File: src/rtl/ram_port_arbiter_if.sv
// One FemtoRV32-style memory bus: a master issues one-cycle read/write
// strobes and watches rbusy/wbusy until the transfer has been carried out.
interface ram_port_arbiter_if;
    logic [31:0] addr;
    logic [31:0] wdata;
    logic [3:0]  wmask;
    logic        rstrb;
    logic [31:0] rdata;
    logic        rbusy;
    logic        wbusy;

    modport master (
        output addr, wdata, wmask, rstrb,
        input  rdata, rbusy, wbusy
    );

    modport slave (
        input  addr, wdata, wmask, rstrb,
        output rdata, rbusy, wbusy
    );
endinterface

File: src/rtl/ram_port_arbiter.sv
// Two-master arbiter in front of a single-port block RAM with one cycle of
// read latency. Each master gets one request slot; strobes are latched into
// it, and the slots are served one at a time through the RAM port.
module ram_port_arbiter #(
    parameter int ADDR_WIDTH    = 14,
    parameter int PRIORITY_MODE = 0
) (
    input  logic                  clk,
    input  logic                  reset,
    ram_port_arbiter_if.slave     m0,
    ram_port_arbiter_if.slave     m1,
    output logic [ADDR_WIDTH-1:0] ram_word_address,
    output logic [31:0]           ram_wdata,
    output logic [3:0]            ram_wmask,
    input  logic [31:0]           ram_rdata,
    output logic [1:0]            grant
);
    localparam logic [0:0] IDLE  = 1'b0;
    localparam logic [0:0] RDATA = 1'b1;

    logic [0:0]            state;
    logic                  owner;       // master holding the port during RDATA
    logic                  last_grant;  // most recently granted master
    logic [1:0]            pend;
    logic [1:0]            is_write;
    logic [ADDR_WIDTH-1:0] addr_q  [2];
    logic [31:0]           wdata_q [2];
    logic [3:0]            wmask_q [2];
    logic [31:0]           rdata_q [2];

    logic [ADDR_WIDTH-1:0] in_word  [2];
    logic [31:0]           in_wdata [2];
    logic [3:0]            in_wmask [2];
    logic [1:0]            in_rstrb;

    logic                  win_valid;
    logic                  winner;
    logic [1:0]            done;
    logic                  addr_unused;

    // Flatten both master buses so the request slots share one code path.
    always_comb begin
        in_word[0]  = m0.addr[ADDR_WIDTH+1:2];
        in_word[1]  = m1.addr[ADDR_WIDTH+1:2];
        in_wdata[0] = m0.wdata;
        in_wdata[1] = m1.wdata;
        in_wmask[0] = m0.wmask;
        in_wmask[1] = m1.wmask;
        in_rstrb    = {m1.rstrb, m0.rstrb};
    end

    // Byte-offset bits and bits above the RAM size do not take part: the RAM aliases.
    assign addr_unused = ^{m0.addr[31:ADDR_WIDTH+2], m0.addr[1:0],
                           m1.addr[31:ADDR_WIDTH+2], m1.addr[1:0]};

    // Pick the master to serve; only meaningful while the port is idle.
    // NOTE: every output of a combinational block gets a default first so no path leaves it unassigned (no latch).
    always_comb begin
        win_valid = 1'b0;
        winner    = 1'b0;
        if (state == IDLE) begin
            case (pend)
                2'b01:   begin win_valid = 1'b1; winner = 1'b0; end
                2'b10:   begin win_valid = 1'b1; winner = 1'b1; end
                2'b11:   begin
                    win_valid = 1'b1;
                    winner    = (PRIORITY_MODE == 1) ? 1'b0 : ~last_grant;
                end
                default: begin win_valid = 1'b0; winner = 1'b0; end
            endcase
        end
    end

    // A slot retires when its write is issued or its read data is captured.
    always_comb begin
        done = 2'b00;
        if (state == RDATA) begin
            done[owner] = 1'b1;
        end else if (win_valid && is_write[winner]) begin
            done[winner] = 1'b1;
        end
    end

    // Drive the RAM port; ram_wmask is nonzero only in a write-grant cycle.
    always_comb begin
        grant            = 2'b00;
        ram_word_address = '0;
        ram_wdata        = '0;
        ram_wmask        = '0;
        if (state == RDATA) begin
            grant            = owner ? 2'b10 : 2'b01;
            ram_word_address = addr_q[owner];
        end else if (win_valid) begin
            grant            = winner ? 2'b10 : 2'b01;
            ram_word_address = addr_q[winner];
            if (is_write[winner]) begin
                ram_wdata = wdata_q[winner];
                ram_wmask = wmask_q[winner];
            end
        end
    end

    // Port FSM: writes finish in IDLE, reads spend one extra cycle in RDATA.
    // NOTE: sequential state uses non-blocking assignments so every flop samples pre-edge values.
    always_ff @(posedge clk or negedge reset) begin
        if (!reset) begin
            state      <= IDLE;
            owner      <= 1'b0;
            last_grant <= 1'b1;
        end else begin
            case (state)
                IDLE: begin
                    if (win_valid) begin
                        last_grant <= winner;
                        owner      <= winner;
                        if (!is_write[winner]) begin
                            state <= RDATA;
                        end
                    end
                end
                default: state <= IDLE;
            endcase
        end
    end

    // Request slots: capture a strobe only while the slot is empty; a write wins over a read.
    always_ff @(posedge clk or negedge reset) begin
        if (!reset) begin
            pend     <= 2'b00;
            is_write <= 2'b00;
            for (int i = 0; i < 2; i++) begin
                addr_q[i]  <= '0;
                wdata_q[i] <= '0;
                wmask_q[i] <= '0;
            end
        end else begin
            for (int i = 0; i < 2; i++) begin
                if (pend[i]) begin
                    if (done[i]) begin
                        pend[i] <= 1'b0;
                    end
                end else if (in_wmask[i] != 4'h0 || in_rstrb[i]) begin
                    pend[i]     <= 1'b1;
                    is_write[i] <= (in_wmask[i] != 4'h0);
                    addr_q[i]   <= in_word[i];
                    wdata_q[i]  <= in_wdata[i];
                    wmask_q[i]  <= in_wmask[i];
                end
            end
        end
    end

    // Read data is held per master until its next completed read; reset clears it.
    always_ff @(posedge clk or negedge reset) begin
        if (!reset) begin
            rdata_q[0] <= '0;
            rdata_q[1] <= '0;
        end else if (state == RDATA) begin
            rdata_q[owner] <= ram_rdata;
        end
    end

    assign m0.rdata = rdata_q[0];
    assign m1.rdata = rdata_q[1];
    assign m0.rbusy = pend[0] & ~is_write[0];
    assign m1.rbusy = pend[1] & ~is_write[1];
    assign m0.wbusy = pend[0] &  is_write[0];
    assign m1.wbusy = pend[1] &  is_write[1];
endmodule
File: src/flat_wrapper.sv
// flat-port wrapper written by rule: the top's interface ports become plain ports
module ram_port_arbiter_flat 
#(
    parameter int ADDR_WIDTH    = 14,
    parameter int PRIORITY_MODE = 0
)
  (clk, reset, ram_word_address, ram_wdata, ram_wmask, ram_rdata, grant, m0_addr, m0_wdata, m0_wmask, m0_rstrb, m0_rdata, m0_rbusy, m0_wbusy, m1_addr, m1_wdata, m1_wmask, m1_rstrb, m1_rdata, m1_rbusy, m1_wbusy);
  ram_port_arbiter_if m0_i ();
  ram_port_arbiter_if m1_i ();
  input  logic clk;
  input  logic reset;
  output logic [ADDR_WIDTH-1:0] ram_word_address;
  output logic [31:0] ram_wdata;
  output logic [3:0] ram_wmask;
  input  logic [31:0] ram_rdata;
  output logic [1:0] grant;
  input wire logic [$bits(m0_i.addr)-1:0] m0_addr;
  input wire logic [$bits(m0_i.wdata)-1:0] m0_wdata;
  input wire logic [$bits(m0_i.wmask)-1:0] m0_wmask;
  input wire logic [$bits(m0_i.rstrb)-1:0] m0_rstrb;
  output wire logic [$bits(m0_i.rdata)-1:0] m0_rdata;
  output wire logic [$bits(m0_i.rbusy)-1:0] m0_rbusy;
  output wire logic [$bits(m0_i.wbusy)-1:0] m0_wbusy;
  input wire logic [$bits(m1_i.addr)-1:0] m1_addr;
  input wire logic [$bits(m1_i.wdata)-1:0] m1_wdata;
  input wire logic [$bits(m1_i.wmask)-1:0] m1_wmask;
  input wire logic [$bits(m1_i.rstrb)-1:0] m1_rstrb;
  output wire logic [$bits(m1_i.rdata)-1:0] m1_rdata;
  output wire logic [$bits(m1_i.rbusy)-1:0] m1_rbusy;
  output wire logic [$bits(m1_i.wbusy)-1:0] m1_wbusy;
  assign m0_i.addr = m0_addr;
  assign m0_i.wdata = m0_wdata;
  assign m0_i.wmask = m0_wmask;
  assign m0_i.rstrb = m0_rstrb;
  assign m0_rdata = m0_i.rdata;
  assign m0_rbusy = m0_i.rbusy;
  assign m0_wbusy = m0_i.wbusy;
  assign m1_i.addr = m1_addr;
  assign m1_i.wdata = m1_wdata;
  assign m1_i.wmask = m1_wmask;
  assign m1_i.rstrb = m1_rstrb;
  assign m1_rdata = m1_i.rdata;
  assign m1_rbusy = m1_i.rbusy;
  assign m1_wbusy = m1_i.wbusy;
  ram_port_arbiter #(.ADDR_WIDTH(ADDR_WIDTH), .PRIORITY_MODE(PRIORITY_MODE)) u_core (.clk(clk), .reset(reset), .m0(m0_i), .m1(m1_i), .ram_word_address(ram_word_address), .ram_wdata(ram_wdata), .ram_wmask(ram_wmask), .ram_rdata(ram_rdata), .grant(grant));
endmodule
File: config.mk
export PLATFORM = sky130hd
export DESIGN_NAME = ram_port_arbiter_flat
export DESIGN_NICKNAME = d
export VERILOG_FILES = /design/src/rtl/ram_port_arbiter_if.sv /design/src/rtl/ram_port_arbiter.sv /design/src/flat_wrapper.sv
export SDC_FILE = /design/constraint.sdc
export NUM_CORES = 1
export LEC_CHECK = 0
export ABC_AREA = 1
export CORE_ASPECT_RATIO = 0.8
export CORE_MARGIN = 1
export CORE_UTILIZATION = 44
export DETAILED_ROUTE_END_ITERATION = 12
export PLACE_DENSITY = 0.82
export SYNTH_ARGS = -nofsm -noshare
export SYNTH_HDL_FRONTEND = slang
export SYNTH_SLANG_ARGS = --single-unit
export TNS_END_PERCENT = 100
File: constraint.sdc
create_clock -name clk -period 1.6 [get_ports clk]
set_clock_uncertainty 0.05 [all_clocks]
set_input_delay 0.32 -clock clk [delete_from_list [all_inputs] [get_ports clk]]
set_output_delay 0.32 -clock clk [all_outputs]
set_load 0.05 [all_outputs]
==> results.rst <==
.. list-table::
   :header-rows: 1

   * - Metric
     - Value
   * - Status
     - finished with violations
   * - Failing checks
     - negative setup slack
   * - Flip-flop and latch count after synthesis
     - around 170
   * - Fraction of power consumed by combinational cells
     - between 60% and 70%
   * - Relative area change from synthesis to final layout
     - 78.2%
   * - Critical path peak fanout
     - 7
   * - CP endpoint kind
     - output pin
   * - Critical path class
     - flip-flop to output pin
   * - Internal Power
     - 0.0206 W
   * - Max Clock Freq
     - 434 MHz
   * - Die Y-Extent
     - approximately 120 um
   * - Worst setup slack before clock tree synthesis
     - -0.228 ns
   * - Tot Pwr
     - 0.0388 W
   * - # clock sinks
     - around 170
   * - Total die area
     - around 18000 sq um
   * - DRC viols
     - 0
   * - Slew Viols, Final
     - 0
   * - Minimum clock period after layout
     - roughly 2.3 ns
   * - Crit path setup slack, layout
     - -0.706 ns
   * - Clock share of power
     - roughly a tenth
   * - Insertion delay of the later-clocked pin in the worst-skew pair
     - ~0.42 ns
   * - CTS Buffer Depth
     - 2
   * - Via count of the routed design
     - about 8000
   * - Element type at the critical path start
     - flip-flop
   * - Post-CTS clock slew at the launch and capture registers of the worst setup and hold paths
     - roughly 0.070 ns
   * - Vias per inst
     - 5.71
   * - Static leakage
     - 6.57 nW
   * - Fraction of final layout cells sized beyond drive strength 1
     - between 20% and 30%
   * - Drt total wl
     - around 28 mm
   * - Mean instance size in the synthesized netlist
     - roughly 8.3 sq um
   * - Total grt overflow
     - 0
   * - Fin crit share
     - 144%
   * - Count of different cell masters after synthesis
     - 20
   * - Via count of the first global-routing pass
     - a little under 8000
   * - Antenna-violating nets left
     - 0
   * - Total of warnings raised by yosys
     - 0
   * - Worst slew pin tran
     - ~0.45 ns
   * - Core Footprint
     - 16700 sq um
   * - 1st-pass router iterations
     - 5
   * - Root buffer cell
     - clkbuf_16
   * - Gr usage total
     - a little under a third
   * - Largest net degree at the start of global routing
     - 66
   * - Ports placed on the boundary
     - slightly below 300
   * - Row cnt
     - between 40 and 50
   * - Total power per unit cell area
     - around 2900 nW/um^2
   * - Cell Area, Synth
     - 7590 sq um
   * - TritonCTS clock tree
     - yes
   * - Critical Path AT
     - around 1.9 ns
   * - Finish-stage setup viols
     - 57
   * - Post-synthesis net count
     - 1086
   * - Post-Synthesis Cells
     - approximately 910
   * - Initial Util
     - 45.4%
   * - Final Hold Fails
     - 0
   * - DRC marker count from the first detailed-route iteration
     - 753
   * - Cts bufs inserted
     - 17
   * - Sequential fraction of design power
     - a little over a fifth
   * - Switching power share of the total
     - between 40% and 50%
   * - Placer Congestion
     - 0.836
   * - Class of the tightest hold or removal check
     - input pin to asynchronous set/reset pin
   * - Setup repair after global routing missed its margin
     - true
   * - Mean routed wirelength per cell
     - 19.9 um
   * - Antenna Diode Count
     - 0
   * - Sequential share of the synthesized area
     - a little under three fifths
   * - Total of max-cap violations
     - 0
   * - Initial antenna violation count
     - 0
   * - Number of port buffers
     - about 260
   * - Power spent charging and discharging nets
     - approximately 0.018 W
   * - Peak supply drop
     - about 1.8 mV
   * - Number of nets in the layout
     - 1362
   * - Required time of the critical path
     - ~1.2 ns
   * - Final core occ
     - approximately four fifths
   * - First-pass GRT wire length
     - ~43 mm
   * - Relative slew slack
     - 69.7%
   * - Die Wd
     - 149 um
   * - Detailed Place HPWL
     - ~17 mm
   * - CTS H-tree lvls
     - 4
-- Yosys cell counts --
master | count | share of area, %
a21boi_0 | 1 | 0.099
a21oi_1 | 1 | 0.066
buf_1 | 14 | 0.69
buf_2 | 32 | 2.1
buf_4 | 6 | 0.59
clkbuf_1 | 19 | 0.94
dfrtp_1 | 170 | 56
dfstp_2 | 1 | 0.35
inv_1 | 45 | 2.2
inv_2 | 3 | 0.15
nand2_1 | 304 | 15
nand2_2 | 1 | 0.083
nand3_1 | 205 | 14
nand3_2 | 1 | 0.13
nand4_1 | 36 | 3.0
nor2_1 | 7 | 0.35
nor2_4 | 1 | 0.15
o21a_1 | 1 | 0.099
o21ai_0 | 65 | 4.3
o21ai_1 | 1 | 0.066
-- layer usage --
| layer | GRT usage [%] | routed length (um) |
|---|---|---|
| met5 | 0 | 0 |
| met4 | 14.0 | 1240 |
| met3 | 7.47 | 2430 |
| met2 | 50.9 | 13600 |
| met1 | 40.6 | 11100 |
-- metrics by stage --
stage	TNS, ns	hold slack [ns]	area [sq um]	instances
after floorplan	-2.35	-0.0256	7990	914
after global placement	-8.49	0.222	12300	1368
after detailed placement	-11.82	0.229	12300	1368
after CTS	-31.41	0.352	13300	1414
after global routing	-37.42	0.371	13500	1423
final	-34.97	0.332	13500	1423
-- logic make-up (layout without fill, tap and decap cells) --
kind of cell | after synthesis | after routing | share of synthesized area (%)
flip-flops | 171 | 171 | 56.4
AO/OA/AOI/OAI | 69 | 69 | 4.62
buffers and inverters | 119 | 408 | 6.71
AND/OR/NAND/NOR | 555 | 555 | 32.2
-- state kept, by name, indices dropped and copies added, names as in the netlist --
signal             count
u_core.addr_q         28
u_core.is_write        2
u_core.last_grant      1
u_core.m0.rdata       32
u_core.m1.rdata       32
u_core.owner           1
u_core.pend            2
u_core.state           1
u_core.wdata_q        64
u_core.wmask_q         8
-- cell usage in the layout (no fill, tap or decap), drive strengths merged --
cell           instances
clkinv                 3
inv                   49
nand3                206
dfstp                  1
a21boi                 1
o21a                   1
bufinv                 2
o21ai                 66
nand2                305
bufbuf                 3
nand4                 36
dfrtp                170
buf                  187
nor2                   8
clkinvlp               3
a21oi                  1
dlygate4sd3            1
clkbuf                26
clkdlybuf4s50        134
-- cell type report --
class                   count  area, sq um
multi-input cells         624         3430
repair buffers            328         4760
clock buffers              23          468
flip-flops and latches    171         4280
well taps                 220          275
fillers                   996         3190
inverters                  48          188
clock inverters             9          114
-- final timing paths --
| path | startpoint | to | slack, ns | cells past startpoint |
|---|---|---|---|---|
| max | u_core.pend[0]$_DFF_PN0_ | ram_wdata[13] | -0.71 | 8 |
| min | reset | u_core.addr_q[9]$_DFFE_PN0P_ | 0.33 | 2 |
| max reg2reg | u_core.last_grant$_DFFE_PN1P_ | u_core.pend[0]$_DFF_PN0_ | -0.06 | 8 |
| min reg2reg | u_core.wdata_q[33]$_DFFE_PN0P_ | u_core.wdata_q[33]$_DFFE_PN0P_ | 0.45 | 2 |
| max in group asynchronous | reset | u_core.m1.rdata[24]$_DFFE_PN0P_ | 0.60 | 3 |
| min in group clk | m1_wdata[20] | u_core.wdata_q[20]$_DFFE_PN0P_ | 0.39 | 3 |
-- power groups by stage --
stage	Combinational, W	Sequential [W]	Clock, W
finish	0.0264	0.00823	0.00416
global route	0.0275	0.00840	0.00438
CTS	0.0255	0.00805	0.00417
detailed placement	0.0240	0.00804	0
global placement	0.0236	0.00791	0
floorplan	0.0101	0.0102	0
-- worst max-delay path: stages, from the launching register on --
cell and delay, ns:
dfrtp_1 0.43, nand2_4 0.09, nand3_4 0.18, nor2_4 0.18
buf_4 0.17, clkbuf_16 0.17, nand2_2 0.08, nand2_4 0.07
buf_12 0.13
-- timing repair --
| action | in CTS | in global routing |
|---|---|---|
| gates cloned | 6 | 3 |
| hold buffers | 1 | 0 |
| pin swaps | 2 | 12 |
| endpoints found under the setup margin | 108 | 105 |
| resized for setup | 53 | 54 |
| setup buffers | 7 | 13 |
| hold endpoints to repair | 29 | 0 |
Note: power is estimated with default switching activity, not from simulation.
